File: src/rtl/define_state.sv
// Shared types and constants for the decode sequencer: FSM states, stage
// indices, SRAM region bases and the shared SRAM port payload.
package define_state;

  localparam int unsigned NUM_STAGES = 3;
  localparam int unsigned ADDR_W     = 18;
  localparam int unsigned DATA_W     = 16;
  localparam int unsigned TIMER_W    = 24;
  localparam int unsigned GAP_W      = 4;

  typedef enum logic [2:0] {
    S_SEQ_IDLE,
    S_SEQ_LAUNCH,
    S_SEQ_WAIT,
    S_SEQ_GAP,
    S_SEQ_DONE,
    S_SEQ_ERROR
  } seq_state_t;

  localparam logic [1:0] STG_M3   = 2'd0;
  localparam logic [1:0] STG_M2   = 2'd1;
  localparam logic [1:0] STG_M1   = 2'd2;
  localparam logic [1:0] STG_NONE = 2'd3;

  // Frame buffer layout: Y plane, U and V planes, then RGB output.
  localparam logic [ADDR_W-1:0] SRAM_Y_BASE   = 18'd0;
  localparam logic [ADDR_W-1:0] SRAM_U_BASE   = 18'd38400;
  localparam logic [ADDR_W-1:0] SRAM_V_BASE   = 18'd57600;
  localparam logic [ADDR_W-1:0] SRAM_RGB_BASE = 18'd146944;

  typedef struct packed {
    logic [ADDR_W-1:0] address;
    logic [DATA_W-1:0] write_data;
    logic              we_n;
  } sram_port_t;

  function automatic logic [NUM_STAGES-1:0] stage_onehot(input logic [1:0] sel);
    return NUM_STAGES'(3'b001 << sel);
  endfunction

endpackage

File: src/rtl/sram_port_mux.sv
// 3:1 SRAM port selector; releases the bus (we_n high, zeros) when no stage is active.
module sram_port_mux
  import define_state::*;
(
  input  logic [1:0]                         sel,
  input  logic [NUM_STAGES-1:0][ADDR_W-1:0]  stage_address,
  input  logic [NUM_STAGES-1:0][DATA_W-1:0]  stage_write_data,
  input  logic [NUM_STAGES-1:0]              stage_we_n,
  output sram_port_t                         sram_c
);

  always_comb begin
    sram_c.address    = '0;
    sram_c.write_data = '0;
    sram_c.we_n       = 1'b1;
    if (sel != STG_NONE) begin
      sram_c.address    = stage_address[sel];
      sram_c.write_data = stage_write_data[sel];
      sram_c.we_n       = stage_we_n[sel];
    end
  end

endmodule

File: src/rtl/decode_sequencer.sv
// Runs the M3 -> M2 -> M1 decode stages in order with idle gaps and a per-stage
// timeout, and hands the shared SRAM to whichever stage is running.
module decode_sequencer
  import define_state::*;
#(
  parameter logic [TIMER_W-1:0] TIMEOUT_CYCLES = 24'd4000000,
  parameter int unsigned        GAP_CYCLES     = 2
) (
  input  logic                               Clock,
  input  logic                               Resetn,
  input  logic                               Start,
  output logic [NUM_STAGES-1:0]              Stage_enable,
  input  logic [NUM_STAGES-1:0]              Stage_done,
  input  logic [NUM_STAGES-1:0][ADDR_W-1:0]  Stage_SRAM_address,
  input  logic [NUM_STAGES-1:0][DATA_W-1:0]  Stage_SRAM_write_data,
  input  logic [NUM_STAGES-1:0]              Stage_SRAM_we_n,
  output logic [ADDR_W-1:0]                  SRAM_address,
  output logic [DATA_W-1:0]                  SRAM_write_data,
  output logic                               SRAM_we_n,
  output logic [1:0]                         Active_stage,
  output logic                               Busy,
  output logic                               Done,
  output logic                               Error
);

  seq_state_t            state, state_nxt;
  logic [1:0]            idx, idx_nxt;
  logic [TIMER_W-1:0]    timer, timer_nxt;
  logic [GAP_W-1:0]      gap_cnt, gap_nxt;
  logic [NUM_STAGES-1:0] stage_en_nxt;
  logic [1:0]            active_nxt;
  logic                  busy_nxt, done_nxt, err_nxt;
  sram_port_t            sram_c;

  // State, counters and registered outputs
  always_ff @(posedge Clock) begin
    if (!Resetn) begin
      state        <= S_SEQ_IDLE;
      idx          <= STG_M3;
      timer        <= '0;
      gap_cnt      <= '0;
      Stage_enable <= '0;
      Active_stage <= STG_NONE;
      Busy         <= 1'b0;
      Done         <= 1'b0;
      Error        <= 1'b0;
    end else begin
      state        <= state_nxt;
      idx          <= idx_nxt;
      timer        <= timer_nxt;
      gap_cnt      <= gap_nxt;
      Stage_enable <= stage_en_nxt;
      Active_stage <= active_nxt;
      Busy         <= busy_nxt;
      Done         <= done_nxt;
      Error        <= err_nxt;
    end
  end

  // Next state; a completion in the last timeout cycle wins over the abort
  always_comb begin
    state_nxt = state;
    idx_nxt   = idx;
    timer_nxt = timer;
    gap_nxt   = gap_cnt;
    case (state)
      S_SEQ_IDLE: begin
        if (Start) begin
          idx_nxt   = STG_M3;
          state_nxt = S_SEQ_LAUNCH;
        end
      end
      S_SEQ_LAUNCH: begin
        timer_nxt = '0;
        state_nxt = S_SEQ_WAIT;
      end
      S_SEQ_WAIT: begin
        timer_nxt = timer + TIMER_W'(1);
        if (Stage_done[idx]) begin
          gap_nxt   = '0;
          state_nxt = S_SEQ_GAP;
        end else if (timer == TIMEOUT_CYCLES - TIMER_W'(1)) begin
          state_nxt = S_SEQ_ERROR;
        end
      end
      S_SEQ_GAP: begin
        if (gap_cnt == GAP_W'(GAP_CYCLES - 1)) begin
          gap_nxt = '0;
          if (idx == STG_M1) begin
            state_nxt = S_SEQ_DONE;
          end else begin
            idx_nxt   = idx + 2'd1;
            state_nxt = S_SEQ_LAUNCH;
          end
        end else begin
          gap_nxt = gap_cnt + GAP_W'(1);
        end
      end
      S_SEQ_DONE:  state_nxt = S_SEQ_IDLE;
      S_SEQ_ERROR: state_nxt = S_SEQ_IDLE;
      default:     state_nxt = S_SEQ_IDLE;
    endcase
  end

  // Output values aligned with the state being entered
  always_comb begin
    stage_en_nxt = '0;
    active_nxt   = STG_NONE;
    busy_nxt     = 1'b0;
    done_nxt     = 1'b0;
    err_nxt      = Error;
    case (state_nxt)
      S_SEQ_LAUNCH: begin
        stage_en_nxt = stage_onehot(idx_nxt);
        busy_nxt     = 1'b1;
      end
      S_SEQ_WAIT: begin
        active_nxt = idx_nxt;
        busy_nxt   = 1'b1;
      end
      S_SEQ_GAP:   busy_nxt = 1'b1;
      S_SEQ_DONE:  done_nxt = 1'b1;
      S_SEQ_ERROR: err_nxt  = 1'b1;
      default: ;
    endcase
    if (state == S_SEQ_IDLE && Start) err_nxt = 1'b0;
  end

  sram_port_mux u_sram_port_mux (
    .sel              (Active_stage),
    .stage_address    (Stage_SRAM_address),
    .stage_write_data (Stage_SRAM_write_data),
    .stage_we_n       (Stage_SRAM_we_n),
    .sram_c           (sram_c)
  );

  assign SRAM_address    = sram_c.address;
  assign SRAM_write_data = sram_c.write_data;
  assign SRAM_we_n       = sram_c.we_n;

endmodule

File: config.mk
export PLATFORM = sky130hd
export DESIGN_NAME = decode_sequencer
export DESIGN_NICKNAME = d
export VERILOG_FILES = /design/src/rtl/define_state.sv /design/src/rtl/sram_port_mux.sv /design/src/rtl/decode_sequencer.sv
export SDC_FILE = /design/constraint.sdc
export NUM_CORES = 1
export LEC_CHECK = 0
export BUFFER_PORTS_ARGS = -buffer_cell sky130_fd_sc_hd__buf_4
export CAP_MARGIN = 20
export CORE_MARGIN = 10
export CORE_UTILIZATION = 40
export DETAILED_ROUTE_END_ITERATION = 6
export PLACE_DENSITY = 0.72
export SYNTH_ARGS = -nofsm -noshare
export SYNTH_HDL_FRONTEND = slang
export SYNTH_SLANG_ARGS = --single-unit
File: constraint.sdc
create_clock -name Clock -period 2.9 [get_ports Clock]
set_clock_uncertainty 0.2 [all_clocks]
set_input_delay 0.58 -clock Clock [delete_from_list [all_inputs] [get_ports Clock]]
set_output_delay 0.58 -clock Clock [all_outputs]
set_load 0.01 [all_outputs]
==> results_dict.tcl <==
set metrics [dict create \
    antenna_found_initial 0 \
    clock.fmax_mhz 398 \
    critPathLaunch "Active_stage[1]" \
    synth_flop_cell "dfxtp_1" \
    criticalPathCategory "register to output pin" \
    critical_path_required_ps 2120 \
    synth_edf_count 0 \
    rrSetupSlack_ps 480 \
    area_growth_pct 45.5 \
    leakagePower_nw 2.02 \
    most-common-layout-cells "buf_4 (161), nand2_1 (56), o21ai_0 (44)" \
    grt_max_degree 37 \
    power_density_nw_per_um2 389 \
    synth.distinct_cells 56 \
    clk_latency_ps 300 \
    yosysSeqAreaShare_pct 27.9 \
    routed_wl_microns 11900 \
    reg2reg_depth 4 \
    die_y_microns 106 \
    status "finished clean" \
    slew_viol_final 0 \
    nets 642 \
    tightest_slew_ps 540 \
    drc 0 \
    rows 31 \
    syn_inst 386 \
    power_w 0.00166 \
    cts_buffers 5 \
    drt_pass1_iterations 5 \
    netlist_area_sq_um 2940 \
    cts_hold_buf 0 \
    cts_resized 0 \
    start_util_pct 40.7 \
    grt_pass1_vias 3165 \
    finalCritPeriodShare_pct 86.7 \
    portBuffers 153 \
    worstSetupEndpointType "output pin" \
    io_pins 154 \
    cp.arrival_ps 1730 \
    route.vias.total 3527 \
    pre_cts_slack_ps 597 \
    antennaDiodeCount 0 \
    syn_avg_cell_area_sq_um 7.61 \
    die_x_microns 106 \
    power.switching_w 0.000515 \
    timing.final.hold_violations 0 \
    mostFrequentLayoutCell "buf_4" \
    postCtsSetupBuffers 0 \
    root_buffer "clkbuf_8" \
    p_sw_share_pct 30.9 \
    core-area_sq_um 7210 \
    yosysTopAreaCellShare_pct 27.9 \
    final_antenna_net_count 0 \
    r2r_end "Busy" \
    comb_power_share_pct 34.4 \
    grt_first_pass_wirelength_microns 17900 \
    gp_congestion 0.879 \
    dieArea_sq_um 11200 \
    drive_above_1_share_pct 34.7 \
    place_area_sq_um 4160 \
    stdcell_area_sq_um 4280 \
    maxCapViolCount 0 \
    seq_power_share_pct 36.7 \
    final_core_utilization_pct 59.3 \
    cp_max_fo 17 \
    overflow 0 \
    synth_seq_cells 41 \
    yosys_warnings 0 \
    syn_nets 502 \
    groute.usage.overall_pct 19.4 \
    hold_path.class "register to register" \
    drt_iter0_drc 195 \
    setup_tns_ps 0 \
    endpoint "SRAM_write_data[4]" \
    rr_startpoint "state[1]" \
    min_period_ps 2510 \
    relSlewSlack_pct 64.0 \
    wl_per_cell_microns 19.1 \
    synth_area_leaders "dfxtp_1 (28%), mux2i_1 (12%), o21ai_0 (7.5%)" \
    rsz0062_at_grt "false" \
    ys_async_sr_fraction_pct 0 \
    clock_power_share_pct 28.9 \
    setup_ws_ps 386 \
    p_int_w 0.00115 \
    vdd_drop_max_uv 285 \
    cp-start-kind "register" \
    cts.sinks 41 \
    vias_per_cell 5.63 \
    cts_buffer_depth 2 \
    finalSetupViolCount 0 \
    cts_tree "yes" \
    synth_top_area_cell "dfxtp_1" \
    cts.clk_slew.worst_paths_ps 80 \
    htree_levels 2 \
    hpwlAfterDp_microns 9600 \
]
[cell usage after synthesis, drive strengths merged, types with 5 or more instances]
cell     n
nand2   56
o21ai   44
dfxtp   41
mux2i   35
clkbuf  23
nor2    19
a21oi   18
nand3   14
and3    11
nor3    10
inv      8
nand4    7
or4      6
a211oi   5
buf      5
ha       5
nor4     5
[worst min path at each step]
stage / start / end / slack [ps] / depth (start not counted)
after floorplan: Error / Error / 270 / 2
after global placement: Error / Error / 240 / 2
after detailed placement: Error / Error / 240 / 2
after CTS: Error / Error / 260 / 2
after global routing: Error / Error / 300 / 2
final: Error / Error / 250 / 2
[final cells by class]
type                    instances  area (sq um)
repair buffers                161          1210
inverters                       8          30.0
fillers                       663          2940
well taps                      99           124
multi-input cells             309          1980
flip-flops and latches         41           822
clock buffers                   7          86.3
clock inverters                 1          30.0
[power by group through the flow]
stage	clock [W]	combinational [W]	sequential, W
final	0.000481	0.000572	0.000611
after global routing	0.000516	0.000622	0.000616
after CTS	0.000491	0.000575	0.000611
after detailed placement	0	0.000574	0.000624
after global placement	0	0.000565	0.000623
after floorplan	0	0.000293	0.000604
[layer usage]
| layer | wire [microns] | track usage, % | part of all wire (%) | up-vias |
|---|---|---|---|---|
| met3 | 831 | 4.81 | 7.0 | 6 |
| met2 | 6130 | 34.8 | 51 | 127 |
| met5 | 0 | 0 | 0 | - |
| met1 | 4890 | 23.1 | 41 | 1671 |
| met4 | 87 | 3.38 | 0.73 | 0 |
| li1 | - | - | - | 1723 |
[worst max-delay path: stages, from the launching register on]
cell     delay [ps]
dfxtp_2         620
buf_4           350
mux2i_1         210
o21ai_0          90
buf_4           160
[sequential cells by signal, summed over array words and instances, names as in the netlist]
| signal | count |
|---|---|
| timer | 24 |
| gap_cnt | 4 |
| Stage_enable | 3 |
| state | 3 |
| Active_stage | 2 |
| idx | 2 |
| Busy | 1 |
| Done | 1 |
| Error | 1 |
[cells by family (layout without fill, tap and decap cells)]
kind of cell,after synthesis,in the layout,synth area share [%]
mux,37,37,12.7
flops,41,41,27.9
compound gates,108,108,23.7
fa+ha+maj,5,5,2.13
simple gates,159,159,28.6
buf+inv,36,177,4.94
[through the flow]
step	cells	hold slack, ps
CTS	626	256
global placement	618	244
detailed placement	618	244
finish	626	250
floorplan	386	266
global route	626	300
(Power assumes the default switching activity.)
